### src/rtl/fp13_pkg.sv
// Shared definitions for the 13-bit {sign, exp[3:0], frac[7:0]} float used on the compare path.
// The converter and the greater-than comparator both import fp13_t from here.
package fp13_pkg;

  localparam int FP13_EXP_W  = 4;
  localparam int FP13_FRAC_W = 8;
  localparam int FP13_W      = 13;
  localparam logic [FP13_W-1:0] FP13_MAX = 13'h0FFF;

  localparam int FP13_INT_W = 16;
  localparam logic [4:0] FP13_EXP_INIT = 5'd16;

  typedef struct packed {
    logic                   sign;
    logic [FP13_EXP_W-1:0]  exp;
    logic [FP13_FRAC_W-1:0] frac;
  } fp13_t;

  typedef enum logic [1:0] {
    IDLE = 2'd0,
    NORM = 2'd1,
    DONE = 2'd2
  } state_t;

endpackage

### src/rtl/fp13_pack.sv
// Combinational packer: normalized magnitude + exponent count -> fp13_t, with saturation.
// Zero latency, no handshake; FP_ROUND_EN selects round half-up instead of truncation.
module fp13_pack
  import fp13_pkg::*;
(
  input  logic        sign,
  input  logic [15:0] mag,
  input  logic [4:0]  exp_cnt,
  output fp13_t       result
);

  logic [FP13_FRAC_W-1:0] frac;
  logic [4:0]             exp_adj;

`ifdef FP_ROUND_EN
  logic [FP13_FRAC_W:0] frac_rnd;

  always_comb begin
    frac_rnd = {1'b0, mag[15:8]} + {8'd0, mag[7]};
    frac     = frac_rnd[FP13_FRAC_W-1:0];
    exp_adj  = exp_cnt;
    // Carry out of the fraction renormalizes to 0.1000_0000 one binade up.
    if (frac_rnd[FP13_FRAC_W]) begin
      frac    = 8'h80;
      exp_adj = exp_cnt + 5'd1;
    end
  end
`else
  always_comb begin
    frac    = mag[15:8];
    exp_adj = exp_cnt;
  end
`endif

  always_comb begin
    result = '0;
    if (mag == '0) begin
      result = '0;
    end else if (exp_adj >= FP13_EXP_INIT) begin
      result = {sign, FP13_MAX[FP13_W-2:0]};
    end else begin
      result.sign = sign;
      result.exp  = exp_adj[FP13_EXP_W-1:0];
      result.frac = frac;
    end
  end

endmodule

### src/rtl/int_to_floating_point.sv
// int16 -> fp13 converter, normalizing one bit per cycle; result k+1 clocks after capture (k = leading zeros).
// Result held in DONE until out_ready; in_ready only in IDLE or when DONE is consumed. FP_ROUND_EN enables rounding.
module int_to_floating_point
  import fp13_pkg::*;
(
  input  logic        clk,
  input  logic        rst_n,
  input  logic [15:0] in_data,
  input  logic        in_valid,
  output logic        in_ready,
  output logic [12:0] out_data,
  input  logic        out_ready,
  output logic        out_valid
);

  state_t      state, state_nxt;
  logic        sign_q;
  logic [15:0] mag_q;
  logic [4:0]  exp_cnt_q;
  fp13_t       out_q;
  fp13_t       packed_fp;

  logic        capture;
  logic        norm_done;
  logic [15:0] in_mag;

  assign in_ready  = (state == IDLE) || ((state == DONE) && out_ready);
  assign capture   = in_valid && in_ready;
  assign out_valid = (state == DONE);
  assign out_data  = out_q;

  // -32768 wraps back to 0x8000, which is exactly its unsigned magnitude.
  assign in_mag    = in_data[15] ? (~in_data + 16'd1) : in_data;
  assign norm_done = (mag_q == '0) || mag_q[15];

  fp13_pack u_pack (
    .sign    (sign_q),
    .mag     (mag_q),
    .exp_cnt (exp_cnt_q),
    .result  (packed_fp)
  );

  always_comb begin
    state_nxt = state;
    case (state)
      IDLE: if (capture) state_nxt = NORM;
      NORM: if (norm_done) state_nxt = DONE;
      DONE: begin
        if (capture)        state_nxt = NORM;
        else if (out_ready) state_nxt = IDLE;
      end
      default: state_nxt = IDLE;
    endcase
  end

  always_ff @(posedge clk or negedge rst_n) begin
    if (!rst_n) begin
      state     <= IDLE;
      sign_q    <= 1'b0;
      mag_q     <= '0;
      exp_cnt_q <= '0;
      out_q     <= '0;
    end else begin
      state <= state_nxt;
      if (capture) begin
        sign_q    <= in_data[15];
        mag_q     <= in_mag;
        exp_cnt_q <= FP13_EXP_INIT;
      end else if (state == NORM) begin
        if (norm_done) begin
          out_q <= packed_fp;
        end else begin
          mag_q     <= {mag_q[14:0], 1'b0};
          exp_cnt_q <= exp_cnt_q - 5'd1;
        end
      end
    end
  end

endmodule
### config.mk
export PLATFORM = sky130hd
export DESIGN_NAME = int_to_floating_point
export DESIGN_NICKNAME = d
export VERILOG_FILES = /design/src/rtl/fp13_pkg.sv /design/src/rtl/fp13_pack.sv /design/src/rtl/int_to_floating_point.sv
export SDC_FILE = /design/constraint.sdc
export NUM_CORES = 1
export LEC_CHECK = 0
export CAP_MARGIN = 15
export CELL_PAD_IN_SITES_DETAIL_PLACEMENT = 2
export CELL_PAD_IN_SITES_GLOBAL_PLACEMENT = 2
export CORE_ASPECT_RATIO = 0.9
export CORE_MARGIN = 10
export CORE_UTILIZATION = 34
export CTS_BUF_LIST = sky130_fd_sc_hd__clkbuf_16
export CTS_CLUSTER_SIZE = 16
export DETAILED_ROUTE_END_ITERATION = 10
export PLACE_DENSITY_LB_ADDON = 0.1
export SLEW_MARGIN = 20
export SYNTH_ARGS = -nofsm -noshare
export SYNTH_HDL_FRONTEND = slang
export SYNTH_SLANG_ARGS = --single-unit
### constraint.sdc
create_clock -name clk -period 4.7 [get_ports clk]
set_clock_uncertainty 0.15 [all_clocks]
set_input_delay 0.705 -clock clk [delete_from_list [all_inputs] [get_ports clk]]
set_output_delay 0.705 -clock clk [all_outputs]
set_load 0.01 [all_outputs]
==> summary.txt <==
Pwr
  – Clock power frac: 19.3%
  – PwrDens: 667 nW/µm²
  – Psw: 633 µW
  – Sw Share: 39.5%
  – Leak: 0.00102 µW
  – Comb pwr share: 41.3%
  – Worst vdd ir: 216 µV
  – Int Power: 969 µW
  – Seq pwr share: 39.5%

Global routing
  – Gr usage total: 13.2%
  – First-pass GRT wire length: 9680 µm
  – Vias in the first global route: 1903
  – Total gr overflow: 0
  – Largest net degree at the start of global routing: 38
  – Initial antenna violation count: 0

Detailed routing
  – DRT iter0 DRCs: 72
  – Pre-antenna DRT Iters: 4
  – WL final: 5670 µm
  – Wirelength per Cell: 19.0 µm
  – DRC: 0
  – DR vias/cell: 5.47
  – Vias: 1637
  – Number of routed nets with antenna violations: 0

Timing
  – Period utilisation layout: 61.9%
  – Max-slew violations: 0
  – Final WS setup: 1.79 ns
  – Fin crit period: 2.91 ns
  – Fin. Hold Viols: 0
  – RSZ-0062 raised after global routing: no
  – Setup TNS: 0 ns
  – Final setup viols: 0
  – Worst Tran Pin Value: 0.741 ns
  – Worst relative slew slack: 50.6%
  – FMAX: 344 MHz

Hold path
  – Critical hold path startpoint: out_data[4]$_DFFE_PN0P_
  – Hold Path Class: register to register
  – Hold EP: out_data[4]$_DFFE_PN0P_
  – Hold path depth: 2

Setup path
  – Crit path arrival time: 2.05 ns
  – CP max-delay cell: clkdlybuf4s50_1
  – Buffers plus inverters on the worst setup path: 3
  – Max FO, Critical Path: 3
  – Reg2Reg Launch Point: mag_q[1]$_DFFE_PN0P_
  – Worst R2R End: mag_q[10]$_DFFE_PN0P_
  – CP Launch Type: input pin
  – Crit. End Element: output port
  – Crit path max-delay family: buffers and inverters
  – CP Class: input pin to output port
  – Critical path required time: 3.85 ns
  – Flop2flop setup slack: 2.33 ns
  – Largest stage delay on the critical path: 0.59 ns
  – CP Cell Sequence: clkdlybuf4s50_1, inv_1, a21oi_1, clkdlybuf4s50_1
  – Cell mode on critical path: clkdlybuf4s50_1
  – Reg2Reg Depth: 5

Synth
  – Yosys cell types: 41
  – Synthesized flop and latch total: 37
  – Share of the synthesized area in the top cell type: 48.9%
  – Synth area leaders: dfrtp_1, nor2_1, nand2_1
  – Sequential share of the synthesized area: 48.9%
  – Synth Flop Type: dfrtp_1
  – FFs w/ async S/R, synth: 100%
  – Yosys warns: 0
  – Mean Syn Cell Area: 9.51 µm²
  – Synthesized area: 1890 µm²
  – Yosys top cell by area: dfrtp_1
  – Syn nets: 221
  – EDFF count, synth: 0
  – Synth Instances: 199

Floorplan
  – Boundary Pins: 35
  – Full die area: 8960 µm²
  – Row count: 25
  – Initial Util: 35.6%
  – Die Y: 90.8 µm
  – Die X: 98.7 µm
  – Core box area: 5320 µm²

CTS
  – Worst-Skew Late Latency: 0.28 ns
  – Root Buffer: clkbuf_16
  – Hold-fix buffer count after cts: 0
  – H-tree levels: 2
  – CTS tree: yes
  – Clk sinks: 37
  – Maximum clock path buffer count: 2
  – TritonCTS buffer count: 5
  – Cts repair resizes: 0
  – Postcts setup bufs: 0
  – Clk pin slew, worst setup/hold paths: 0.06 ns

Status
  – Status: finished clean

Place
  – Port buffer count: 34
  – Gpl congestion: 0.757
  – Post-place setup slack: 1.82 ns
  – DP HPWL: 4320 µm

Finish
  – Register area: 926 µm²
  – Nets: 254
  – Multi-input logic area: 880 µm²
  – Ratio of cells with drive above 1 in the final layout: 5.17%
  – Synth-to-Final Area Change: 27.0%
  – # diodes: 0
  – Filler cells: 585

Flow run
  – Max Cap Viol: 0
-- synth_stat cells, drive strengths merged, types with 2 or more instances --
cell type and count:
nand2 21, o21ai 26, a22oi 8, clkbuf 5, a21oi 9, inv 9, nand3 4, mux2i 3
or3 4, ha 2, o31ai 4, buf 4, o22ai 2, nor4 5, xor2 7, nor3 2
xnor2 5, dfrtp 37, nor2 23, a221o 5
-- area by class of cell --
| type | count | area share [%] |
|---|---|---|
| multi-input cells | 144 | 36.6 |
| well taps | 67 | 3.49 |
| repair buffers | 35 | 14.5 |
| flip-flops and latches | 37 | 38.5 |
| inverters | 9 | 1.41 |
| clock inverters | 2 | 0.312 |
| clock buffers | 5 | 5.21 |
-- cells by family (layout without fill, tap and decap cells) --
group	Yosys count	count (layout)	synth area share [%]
AOI/OAI and AO/OA	62	62	21.5
muxes	3	3	1.59
xor gates and xnor gates	12	12	5.55
DFF	37	37	48.9
buffers and inverters	18	51	4.63
adders and majority gates	2	2	1.32
and+or+nand+nor	65	65	16.5
-- sequential cells by signal, indices dropped and copies added (netlist names) --
| register | count |
|---|---|
| out_data | 13 |
| state | 2 |
| sign_q | 1 |
| exp_cnt_q | 5 |
| mag_q | 16 |
-- power by group through the flow --
stage | clock network (µW) | logic [µW] | registers (µW)
2_1_floorplan | 0 | 408 | 603
3_3_place_gp | 0 | 621 | 613
3_5_place_dp | 0 | 672 | 636
4_1_cts | 314 | 680 | 634
5_1_grt | 335 | 751 | 659
6_report | 309 | 661 | 632
-- through the flow --
step	area (µm²)	std cells	utilization (%)	power, µW	hold WS (ns)
6_report	2400	299	45.2	1600	0.327
5_1_grt	2400	299	45.2	1740	0.371
4_1_cts	2400	299	45.2	1630	0.336
3_5_place_dp	2270	292	42.7	1310	0.328
3_3_place_gp	2270	292	42.7	1230	0.313
2_1_floorplan	1890	199	-	1010	0.259
-- cells in the final DEF, fill, tap and decap left out, types with 2 or more instances in the layout --
master | netlist | layout
nor3_1 | 2 | 2
nor4_1 | 4 | 4
nand2_1 | 21 | 21
o31ai_1 | 4 | 4
ha_1 | 2 | 2
mux2i_1 | 3 | 3
a22oi_1 | 8 | 8
or3_1 | 3 | 3
o21ai_0 | 15 | 15
inv_1 | 9 | 10
a221o_1 | 5 | 5
xnor2_1 | 5 | 5
nor2_1 | 23 | 23
xor2_1 | 7 | 7
a21oi_1 | 8 | 8
dfrtp_1 | 37 | 37
clkdlybuf4s50_1 | 0 | 34
o21ai_1 | 11 | 11
nand3_1 | 4 | 4
clkbuf_16 | 0 | 5
-- worst register-to-register path: stages, from the launching register on --
cell	delay, ns
dfrtp_1	0.40
nor4_1	0.40
nand4_1	0.31
a21oi_2	0.68
a22oi_1	0.21
o21ai_1	0.14
-- metal layers --
metal | track usage (%) | vias to the layer above | routed length, µm
li1 | - | 775 | -
met1 | 14.3 | 805 | 2360
met2 | 22.3 | 47 | 2820
met3 | 5.13 | 10 | 370
met4 | 5.73 | 0 | 133
met5 | 0 | - | 0
-- worst max-delay path by stage --
stage / from / end / cells past startpoint
finish: out_ready / in_ready / 4
global route: out_ready / in_ready / 4
CTS: out_ready / in_ready / 4
detailed placement: out_ready / in_ready / 4
global placement: out_ready / in_ready / 4
floorplan: in_data[10] / mag_q[15]$_DFFE_PN0P_ / 4
Power figures use the tool's default switching activity.
